### src/rtl/truth_table_extractor.sv
// Sweeps all eight 3-bit input patterns onto a combinational gate block, samples
// its synchronized output and assembles the 8-bit function code.
module truth_table_extractor #(
    parameter int unsigned SETTLE_CYCLES = 4,
    parameter int unsigned CNT_W         = 8
) (
    input  logic       clk,
    input  logic       rst_n,
    input  logic       start,
    input  logic       abort,
    input  logic [7:0] expected,
    output logic       in1,
    output logic       in2,
    output logic       in3,
    input  logic       dut_out,
    output logic       busy,
    output logic       done,
    output logic [7:0] code,
    output logic       code_valid,
    output logic       match
);

    if (SETTLE_CYCLES < 2 || SETTLE_CYCLES > 255) begin : g_bad_settle
        $error("SETTLE_CYCLES must be in 2..255");
    end
    if (SETTLE_CYCLES > (2 ** CNT_W) - 1) begin : g_bad_cnt_w
        $error("CNT_W too narrow for SETTLE_CYCLES");
    end

    typedef enum logic [1:0] {
        IDLE,
        APPLY,
        SAMPLE,
        DONE
    } state_t;

    localparam logic [CNT_W-1:0] CNT_LAST = CNT_W'(SETTLE_CYCLES - 1);

    state_t           state_q;
    logic [2:0]       pat_q;
    logic [CNT_W-1:0] cnt_q;
    logic [7:0]       exp_q;
    logic [7:0]       code_q;
    logic             busy_q;
    logic             done_q;
    logic             valid_q;
    logic             match_q;
    logic             sync1_q;
    logic             sync2_q;

    // The two synchronizer stages are part of the settle window, not added to it.
    always_ff @(posedge clk or negedge rst_n) begin
        if (!rst_n) begin
            sync1_q <= 1'b0;
            sync2_q <= 1'b0;
        end else begin
            sync1_q <= dut_out;
            sync2_q <= sync1_q;
        end
    end

    always_ff @(posedge clk or negedge rst_n) begin
        if (!rst_n) begin
            state_q <= IDLE;
            pat_q   <= '0;
            cnt_q   <= '0;
            exp_q   <= '0;
            code_q  <= '0;
            busy_q  <= 1'b0;
            done_q  <= 1'b0;
            valid_q <= 1'b0;
            match_q <= 1'b0;
        end else begin
            done_q <= 1'b0;
            case (state_q)
                IDLE: begin
                    if (abort) begin
                        pat_q   <= '0;
                        valid_q <= 1'b0;
                    end else if (start) begin
                        state_q <= APPLY;
                        pat_q   <= '0;
                        cnt_q   <= '0;
                        exp_q   <= expected;
                        code_q  <= '0;
                        valid_q <= 1'b0;
                        match_q <= 1'b0;
                        busy_q  <= 1'b1;
                    end
                end
                APPLY: begin
                    if (abort) begin
                        state_q <= IDLE;
                        pat_q   <= '0;
                        cnt_q   <= '0;
                        busy_q  <= 1'b0;
                        valid_q <= 1'b0;
                    end else if (cnt_q == CNT_LAST) begin
                        state_q <= SAMPLE;
                    end else begin
                        cnt_q <= cnt_q + CNT_W'(1);
                    end
                end
                SAMPLE: begin
                    if (abort) begin
                        state_q <= IDLE;
                        pat_q   <= '0;
                        cnt_q   <= '0;
                        busy_q  <= 1'b0;
                        valid_q <= 1'b0;
                    end else begin
                        code_q[3'd7 - pat_q] <= sync2_q;
                        if (pat_q == 3'd7) begin
                            state_q <= DONE;
                        end else begin
                            pat_q   <= pat_q + 3'd1;
                            cnt_q   <= '0;
                            state_q <= APPLY;
                        end
                    end
                end
                DONE: begin
                    // Registered outputs: done/code_valid appear the cycle after DONE.
                    done_q  <= 1'b1;
                    valid_q <= !abort;
                    match_q <= (code_q == exp_q);
                    busy_q  <= 1'b0;
                    cnt_q   <= '0;
                    state_q <= IDLE;
                    if (abort) begin
                        pat_q <= '0;
                    end
                end
                default: begin
                    state_q <= IDLE;
                end
            endcase
        end
    end

    assign in1        = pat_q[2];
    assign in2        = pat_q[1];
    assign in3        = pat_q[0];
    assign busy       = busy_q;
    assign done       = done_q;
    assign code       = code_q;
    assign code_valid = valid_q;
    assign match      = match_q;

endmodule

### config.mk
export PLATFORM = sky130hd
export DESIGN_NAME = truth_table_extractor
export DESIGN_NICKNAME = d
export VERILOG_FILES = /design/src/rtl/truth_table_extractor.sv
export SDC_FILE = /design/constraint.sdc
export NUM_CORES = 1
export LEC_CHECK = 0
export ABC_AREA = 1
export CAP_MARGIN = 20
export CORE_ASPECT_RATIO = 0.8
export CORE_UTILIZATION = 40
export CTS_BUF_LIST = sky130_fd_sc_hd__clkbuf_8
export CTS_CLUSTER_SIZE = 24
export DETAILED_ROUTE_END_ITERATION = 10
export MAX_ROUTING_LAYER = met4
export PLACE_DENSITY_LB_ADDON = 0.12
export SYNTH_ARGS = -nofsm -noshare
export SYNTH_HDL_FRONTEND = slang
export SYNTH_SLANG_ARGS = --single-unit
### constraint.sdc
create_clock -name clk -period 2.4 [get_ports clk]
set_clock_uncertainty 0.15 [all_clocks]
set_input_delay 0.48 -clock clk [delete_from_list [all_inputs] [get_ports clk]]
set_output_delay 0.48 -clock clk [all_outputs]
set_load 0.1 [all_outputs]
==> flow_summary.toml <==
[sta]
clock.fmax_mhz = 529
rsz0062_at_grt = "no"
min_period_ns = 1.89
setup_viol = 0
maxSlewHeadroom = 0.694
finalCritPeriodShare = 0.788
fin_ws_ns = 0.509
hold_viol = 0
drv_slew = 0
tns_ns = 0
worst_pin_slew_ns = 0.458

[synthesis]
synth_edf_count = 0
synth-async-reset-ratio = 1.00
syn_inst = 254
synth_flop_cell = "dfrtp_1"
synth.distinct_cells = 23
synth_fp_nets = 274
yosysSeqAreaShare = 0.459
avgSynthCellArea_um2 = 7.52
synth-seq-cells = 35
netlist_area_um2 = 1910
yosysWarnings = 0

[clock_tree]
clkSlewWorstSetupHoldPaths_ns = 0.07
numCtsBuffers = 5
cts.path.max_buffers = 2
cts_sinks = 35
worstSkewPairLatency_ns = 0.29
post_cts_buffers = 0
cts_max_level = 2
cts_tree = "done"
cts-resized-gates = 0
cts_hold_buf = 0
clockRootBuffer = "clkbuf_8"

[placed_design]
io_buffers = 27
dpl.hpwl_mm = 2.95
pre_cts_slack_ns = 0.252
dpl_cell_area_um2 = 2220
finalWeightedCongestion = 0.859

[detailed_routing]
vias = 1639
wl_per_cell_um = 11.6
drc_errors = 0
drt_iter0_markers = 103
ant_nets = 0
firstDrtPassIters = 4
via_per_inst = 4.70
finalWirelength_mm = 4.04

[floorplanning]
core_area_um2 = 4600
die_w_um = 79.2
fp.dieH_um = 63.8
dieArea_um2 = 5060
pin_count = 28
num_rows = 22
start_util = 0.415

[pwr]
p_switching_w = 0.000889
vdd_drop_max_mv = 0.501
p_total_w = 0.00205
p_leak_nw = 1.21
p_sw_frac = 0.435
intPower_w = 0.00116
clkPwrFrac = 0.199
combPwrFrac = 0.413
p_seq_frac = 0.387
p_per_area_nw_per_um2 = 889

[worst_setup_path]
worstReg2RegStart = "state_q[0]"
slowest_delay_ns = 0.51
path_depth = 6
cp.required_ns = 2.43
r2r_cells = 6
critPathLaunchType = "input port"
cp-end-kind = "flip-flop"
crit_slowest_cell = "clkdlybuf4s50_1"
critical_path.max_fanout = 8
r2r-end = "exp_q[1]"
crit_buf_inv = 3
cp_data_arrival_time_ns = 1.92
cp_cell_sequence = "clkdlybuf4s50_1, inv_2, nand3_1, buf_4, nor2_1, a21oi_1"
path_class = "input port to flip-flop"
crit_family = "buffers and inverters"
ff2ff_setup_slack_ns = 0.53

[global_route]
grt_util_all_layers = 0.183
grt_pass1_vias = 1498
antenna_found_initial = 0
grt_overflow_total = 0
grt_pass1_wl_mm = 6.87
grt_max_degree = 36

[status]
outcome = "finished clean"

[worst_hold_path]
min_delay_path_depth = 0
hold_start = "sync1_q"
holdPathEnd = "sync2_q"
holdCritPathClass = "flip-flop to flip-flop"

[cells_and_area]
nets = 308
drive_gt1_frac = 0.114
diodes = 0
layout_common_cells = "84 x nand2_1, 35 x inv_1, 35 x dfrtp_1"
final_area_um2 = 2300
area_growth_pct = 20.4
nFillCells = 449
final_common_cell = "nand2_1"

[job]
maxCapViolCount = 0
==> registers in the layout (all words and copies together), names as in the netlist <==
signal and count:
busy 1, cnt_q 8, code 8, code_valid 1
done 1, exp_q 8, match 1, pat_q 3
state_q 2, sync1_q 1, sync2_q 1
==> cell usage after synthesis, drive strengths merged (2+ instances only) <==
| master | n | area (µm²) |
|---|---|---|
| nand3 | 21 | 105 |
| inv | 36 | 135 |
| mux2 | 3 | 33.8 |
| nor3 | 8 | 40.0 |
| xnor2 | 2 | 17.5 |
| ha | 7 | 87.6 |
| dfrtp | 35 | 876 |
| a21oi | 9 | 45.0 |
| xor2 | 2 | 17.5 |
| nand2 | 85 | 322 |
| o211ai | 2 | 15.0 |
| buf | 3 | 21.3 |
| nor2 | 21 | 88.8 |
| o21ai | 17 | 85.1 |
==> metrics by stage <==
stage | cells | hold slack, ns | utilization
final | 349 | 0.203 | 0.500
after global routing | 349 | 0.216 | 0.500
after global placement | 341 | 0.183 | 0.483
after floorplan | 254 | 0.0344 | -
after CTS | 349 | 0.207 | 0.500
after detailed placement | 341 | 0.190 | 0.483
==> layout make-up <==
| type | instances | area [µm²] | area share |
|---|---|---|---|
| clock buffer | 5 | 68.8 | 0.0299 |
| inverter | 36 | 135 | 0.0588 |
| timing repair buffer | 30 | 255 | 0.111 |
| tap | 60 | 75.1 | 0.0326 |
| clock inverter | 3 | 12.5 | 0.00544 |
| multi-input combinational | 180 | 877 | 0.381 |
| sequential | 35 | 876 | 0.381 |
==> cells by family (layout without fill, tap and decap cells) <==
kind of cell / after synthesis / after routing / synth area share
and+or+nand+nor: 137 / 137 / 0.298
buffers and inverters: 39 / 74 / 0.0819
DFF: 35 / 35 / 0.459
AOI/OAI and AO/OA: 29 / 29 / 0.0793
adders and majority gates: 7 / 7 / 0.0459
xor gates and xnor gates: 4 / 4 / 0.0184
muxes: 3 / 3 / 0.0177
==> how the worst max path moves through the flow <==
stage                to        from
4_1_cts        cnt_q[6]  state_q[0]
2_1_floorplan  pat_q[0]    pat_q[1]
5_1_grt        exp_q[0]  state_q[0]
3_3_place_gp   exp_q[1]       abort
3_5_place_dp   exp_q[7]       abort
6_report       exp_q[1]       abort
==> power by group through the flow <==
stage	Sequential [W]	Clock, W	Combinational [W]
final	0.000792	0.000408	0.000846
after global routing	0.000809	0.000439	0.000941
after CTS	0.000794	0.000423	0.000852
after detailed placement	0.000805	0	0.000846
after global placement	0.000802	0	0.000841
after floorplan	0.000992	0	0.000456
==> routing by layer <==
metal	global-route usage	vias to the layer above	part of all wire
met5	-	-	0
met2	0.247	34	0.40
met3	0.0429	4	0.048
met1	0.268	729	0.54
met4	0.0614	0	0.010
li1	-	872	-
(Power assumes the default switching activity.)
